===== config.mk =====
export PLATFORM = sky130hd
export DESIGN_NAME = cdc_pulse_scheduler
export DESIGN_NICKNAME = d
export VERILOG_FILES = /design/src/rtl/cdc_pulse_scheduler.sv
export SDC_FILE = /design/constraint.sdc
export NUM_CORES = 1
export LEC_CHECK = 0
export BUFFER_PORTS_ARGS = -buffer_cell sky130_fd_sc_hd__buf_2
export CELL_PAD_IN_SITES_DETAIL_PLACEMENT = 0
export CELL_PAD_IN_SITES_GLOBAL_PLACEMENT = 1
export CORE_ASPECT_RATIO = 0.6
export CORE_MARGIN = 3
export CORE_UTILIZATION = 36
export DETAILED_ROUTE_END_ITERATION = 16
export HOLD_SLACK_MARGIN = 0.06
export PLACE_DENSITY_LB_ADDON = 0.12
export SKIP_LAST_GASP = 1
export SYNTH_ARGS = -nofsm -noshare
export SYNTH_HDL_FRONTEND = slang
export SYNTH_SLANG_ARGS = --single-unit

===== constraint.sdc =====
create_clock -name Clk_Fast -period 2.6 [get_ports Clk_Fast]
set_input_delay 0.26 -clock Clk_Fast [delete_from_list [all_inputs] [get_ports Clk_Fast]]
set_output_delay 0.26 -clock Clk_Fast [all_outputs]
set_load 0.03 [all_outputs]

===== src/rtl/cdc_pulse_scheduler.sv =====
// Round-robin scheduler sharing one fast-to-slow pulse-CDC channel between N_REQ requesters.
// Optional saturating overrun counter: define CDC_SCHED_OVR_COUNT_EN.

module cdc_sched_lane (
  input  logic Clk_Fast,
  input  logic Rst,
  input  logic req,
  input  logic clr,
  input  logic ovr_clr,
  output logic pending,
  output logic overrun,
  output logic ovr_evt
);
  // A request landing on the grant-clear edge is a fresh event, not an overrun
  assign ovr_evt = req & pending & ~clr;

  always_ff @(posedge Clk_Fast or posedge Rst) begin
    if (Rst) begin
      pending <= 1'b0;
      overrun <= 1'b0;
    end else begin
      pending <= req | (pending & ~clr);
      overrun <= ovr_evt | (overrun & ~ovr_clr);
    end
  end
endmodule

module cdc_pulse_scheduler #(
  parameter int N_REQ             = 4,
  parameter int FAST_CLK_FREQ_MHZ = 100,
  parameter int SLOW_CLK_FREQ_MHZ = 12,
  parameter int GUARD_CYCLES      = 4,
  localparam int IDW              = $clog2(N_REQ)
) (
  input  logic             Clk_Fast,
  input  logic             Rst,
  input  logic             Enable,
  input  logic [N_REQ-1:0] Req,
  input  logic             Overrun_Clr,
  output logic             Cdc_Pulse,
  output logic [IDW-1:0]   Chan_Id,
  output logic             Busy,
  output logic [N_REQ-1:0] Pending,
  output logic [N_REQ-1:0] Overrun,
  output logic [7:0]       Ovr_Count
);
  localparam int RATIO   = FAST_CLK_FREQ_MHZ / SLOW_CLK_FREQ_MHZ;
  localparam int EXTEND  = RATIO + RATIO / 2;
  localparam int SPACING = 2 * (EXTEND + 1) + GUARD_CYCLES;
  localparam int CW      = $clog2(SPACING);

  typedef enum logic [1:0] {S_IDLE, S_PULSE, S_HOLD} state_t;

  state_t           state, state_n;
  logic [CW-1:0]    cnt, cnt_n;
  logic [IDW-1:0]   ptr, ptr_n;
  logic [IDW-1:0]   id_n;
  logic             pulse_n, busy_n;
  logic             grant_found, do_grant;
  logic [IDW-1:0]   grant_id;
  logic [N_REQ-1:0] clr_vec;
  logic [N_REQ-1:0] ovr_evt;

  genvar gi;
  generate
    for (gi = 0; gi < N_REQ; gi++) begin : g_lane
      cdc_sched_lane u_lane (
        .Clk_Fast (Clk_Fast),
        .Rst      (Rst),
        .req      (Req[gi]),
        .clr      (clr_vec[gi]),
        .ovr_clr  (Overrun_Clr),
        .pending  (Pending[gi]),
        .overrun  (Overrun[gi]),
        .ovr_evt  (ovr_evt[gi])
      );
    end
  endgenerate

  // First pending requester after the last grant, wrapping around
  always_comb begin
    int s;
    logic [IDW-1:0] sel;
    grant_found = 1'b0;
    grant_id    = ptr;
    s           = 0;
    sel         = '0;
    for (int k = 1; k <= N_REQ; k++) begin
      s   = (int'(ptr) + k) % N_REQ;
      sel = s[IDW-1:0];
      if (!grant_found && Pending[sel]) begin
        grant_found = 1'b1;
        grant_id    = sel;
      end
    end
  end

  always_comb begin
    state_n  = state;
    cnt_n    = cnt;
    ptr_n    = ptr;
    id_n     = Chan_Id;
    pulse_n  = 1'b0;
    busy_n   = Busy;
    do_grant = 1'b0;
    case (state)
      S_IDLE: begin
        if (Enable && grant_found) do_grant = 1'b1;
      end
      S_PULSE: begin
        state_n = S_HOLD;
        cnt_n   = CW'(SPACING - 2);
        busy_n  = 1'b1;
      end
      S_HOLD: begin
        // The final holdoff edge doubles as the IDLE decision so queued events stay SPACING apart
        if (cnt == '0) begin
          if (Enable && grant_found) begin
            do_grant = 1'b1;
          end else begin
            state_n = S_IDLE;
            busy_n  = 1'b0;
          end
        end else begin
          cnt_n = cnt - 1'b1;
        end
      end
      default: begin
        state_n = S_IDLE;
        busy_n  = 1'b0;
      end
    endcase
    if (do_grant) begin
      state_n = S_PULSE;
      pulse_n = 1'b1;
      busy_n  = 1'b1;
      id_n    = grant_id;
      ptr_n   = grant_id;
    end
  end

  assign clr_vec = do_grant ? ({{(N_REQ-1){1'b0}}, 1'b1} << grant_id) : '0;

  always_ff @(posedge Clk_Fast or posedge Rst) begin
    if (Rst) begin
      state     <= S_IDLE;
      cnt       <= '0;
      ptr       <= IDW'(N_REQ - 1);
      Cdc_Pulse <= 1'b0;
      Busy      <= 1'b0;
      Chan_Id   <= '0;
    end else begin
      state     <= state_n;
      cnt       <= cnt_n;
      ptr       <= ptr_n;
      Cdc_Pulse <= pulse_n;
      Busy      <= busy_n;
      Chan_Id   <= id_n;
    end
  end

`ifdef CDC_SCHED_OVR_COUNT_EN
  logic [4:0] ovr_inc;
  logic [8:0] ovr_sum;

  always_comb begin
    ovr_inc = '0;
    for (int i = 0; i < N_REQ; i++) ovr_inc = ovr_inc + {4'b0, ovr_evt[i]};
    ovr_sum = {1'b0, Ovr_Count} + {4'b0, ovr_inc};
  end

  // Clear restarts from this cycle's events so a coincident overrun is still counted
  always_ff @(posedge Clk_Fast or posedge Rst) begin
    if (Rst)              Ovr_Count <= 8'd0;
    else if (Overrun_Clr) Ovr_Count <= {3'b0, ovr_inc};
    else if (ovr_sum[8])  Ovr_Count <= 8'd255;
    else                  Ovr_Count <= ovr_sum[7:0];
  end
`else
  logic unused_ovr_evt;
  assign unused_ovr_evt = ^ovr_evt;
  assign Ovr_Count      = 8'd0;
`endif

endmodule

==> out/metrics.cfg <==
[cts]
tritoncts = yes
numCtsBuffers = 3
clk_path_buf_depth = 2
h-tree-depth = 1
cts_sinks = 21
path_clk_slew_ps = 80
clock_latency_ps = 260
cts-root-buf = clkbuf_8
holdBufCountCts = 0

[sta]
hold_viol = 0
fin_ws_ps = 161
fin_setup_tns_ps = 0
hold_slack_ps = 140
period_minus_slack_ps = 2440
drv_slew = 0
period_share = 0.938
setup_viol = 0
clock_skew_ps = 6.41
worst_slew_pin_slew_ps = 806
slew_headroom = 0.462
rsz0062_at_grt = no
fmax_ghz = 0.410

[detailed_routing]
vias_per_cell = 4.71
num_vias = 777
post_drt_wl_per_cell_um = 12.8
first_iter_violations = 61
dr.pass1.iters = 4
drcViolationCount = 0
ant_nets = 0
routed_wl_mm = 2.12

[layout]
antenna-diode-count = 0
final_cell_mix = 19 x dfrtp_1, 19 x buf_2, 9 x inv_1
finish.utilization = 0.426
drive_above_1_share = 0.268
final_cells = 165
fillers = 306
area_growth_pct = 10.5
nets = 134

[status]
status = finished, final reports clean

[place]
dpl.hpwl_mm = 1.62
gp_congestion = 0.799
dp_cells = 161
io_buffers = 19
dp_slack_ps = 70.0

[global_routing]
grt_max_degree = 22
met3_usage = 0.0480
grt_antenna_before_repair = 0
use_met2 = 0.153
top_usage_layer = met1
grt_use_met1 = 0.181
grt_pass1_wl_mm = 3.57
track_usage = 0.117
grt_remaining_overflow = 0
grt_pass1_vias = 742

[setup_path]
critPathTopFamily = simple AND/OR/NAND/NOR gates
cp_cell_sequence = inv_1 > ha_1 > or4b_4 > a2111oi_4 > or4b_4 > o21ai_2 > o2bb2ai_1
crit_path_frequent_cell = or4b_4
cp-start-kind = flip-flop
arrival_ps = 2590
crit_type = reg -> reg
ff2ff_path_depth = 7
timing.rr.start = cnt[0]
crit_required_ps = 2750
cp_slowest_stage_delay_ps = 530
end_kind = flip-flop
crit_fanout = 4
r2r_slack_ps = 160
path_buf_inv = 1
timing.rr.end = g_lane[2].u_lane.overrun
slowest_stage = or4b_4

[power_and_ir_drop]
irDropWorstVdd_mv = 0.400
p_per_area_nw_per_um2 = 1190
p_leak_nw = 0.532

[die]
floorplan.rows = 15
start_util = 0.386
dieArea_um2 = 3870
num_io_pins = 28
core_um2 = 2930
die_x_um = 78.3
die_y_um = 49.4

[logic_synthesis]
synthMuxAreaShare = 0.0177
synth-simple-area-share = 0.147
synth_compound_area_frac = 0.176
synthXorXnorAreaFrac = 0.0233
synth_edf_count = 0
synth_cell_types = 37
syn_area_um2 = 1130
synth-async-reset-ratio = 1.00
yosysSeqAreaShare = 0.467
synthCells = 109
syn_area_per_cell_um2 = 10.4
synth-adder-area-share = 0.0221
synthFlopType = dfrtp_1
synth_top_family_by_area = compound AO/OA/AOI/OAI gates
ys_ff_latch = 21
yosys_warnings = 0

[hold_path]
hold_class = in -> async

[run]
max_cap_viol_count = 0

how the worst max path moves through the flow:
| stage | end | from | depth (start not counted) | slack [ps] |
|---|---|---|---|---|
| 2_1_floorplan | g_lane[2].u_lane.overrun | cnt[0] | 7 | 80 |
| 3_3_place_gp | g_lane[2].u_lane.overrun | cnt[0] | 7 | 170 |
| 3_5_place_dp | g_lane[2].u_lane.overrun | cnt[0] | 7 | 70 |
| 4_1_cts | g_lane[2].u_lane.overrun | cnt[0] | 7 | 50 |
| 5_1_grt | g_lane[2].u_lane.overrun | cnt[0] | 7 | 40 |
| 6_report | g_lane[2].u_lane.overrun | cnt[0] | 7 | 160 |
final cells by class:
| cell class | instances | area, um^2 | share of cell area |
|---|---|---|---|
| Sequential cell | 21 | 528 | 0.423 |
| Multi-Input combinational cell | 68 | 475 | 0.381 |
| Timing Repair Buffer | 21 | 110 | 0.0882 |
| Tap cell | 42 | 52.6 | 0.0421 |
| Clock buffer | 3 | 41.3 | 0.0331 |
| Inverter | 9 | 33.8 | 0.0271 |
| Clock inverter | 1 | 7.51 | 0.00601 |
routing by layer:
| metal | vias to the layer above | share of wire |
|---|---|---|
| li1 | 385 | - |
| met1 | 365 | 0.54 |
| met2 | 27 | 0.39 |
| met3 | 0 | 0.075 |
| met4 | 0 | 0 |
| met5 | - | 0 |
sequential cells by signal, summed over array words and instances, names as in the netlist:
register,flops
g_lane.u_lane.pending,4
state,2
cnt,5
Chan_Id,2
Cdc_Pulse,1
ptr,2
g_lane.u_lane.overrun,4
Busy,1
through the flow:
step           total power, mW  cell area (um^2)
2_1_floorplan             1.13              1160
3_3_place_gp              1.25              1190
3_5_place_dp              1.26              1190
4_1_cts                   1.48              1240
5_1_grt                   1.60              1250
6_report                  1.48              1250
cell families (layout without fill, tap and decap cells):
family / Yosys count / in the layout
adder cells (fa/ha/maj): 2 / 2
buffers and inverters: 27 / 34
other: 1 / 8
multiplexers: 2 / 2
flip-flops: 21 / 21
AO/OA/AOI/OAI: 24 / 24
AND/OR/NAND/NOR: 29 / 29
XOR/XNOR: 3 / 3
timing repair:
item | 4_1_cts | 5_1_grt
endpoints found under the setup margin | 0 | 2
gates resized for setup | 0 | 2
buffers inserted | 0 | 0
cells in the mapped netlist (all sizes together) (2+ instances only):
master / count / area share
nor2: 3 / 0.010
xnor2: 2 / 0.016
and3b: 2 / 0.017
dfstp: 2 / 0.047
o2bb2ai: 3 / 0.023
a2111oi: 2 / 0.032
dfrtp: 19 / 0.42
inv: 9 / 0.030
o31ai: 2 / 0.013
ha: 2 / 0.022
a21oi: 3 / 0.013
mux2i: 2 / 0.018
nand2b: 3 / 0.017
buf: 16 / 0.11
o21ai: 3 / 0.017
clkbuf: 2 / 0.0066
nand3: 4 / 0.018
nand2: 8 / 0.027
o21a: 5 / 0.033
nor4: 3 / 0.017
or4b: 2 / 0.021
power breakdown:
group,switching [mW],total (mW),internal [mW]
Clock,0.108,0.216,0.108
Combinational,0.373,0.647,0.274
Sequential,0.154,0.619,0.465
(Power assumes the default switching activity.)
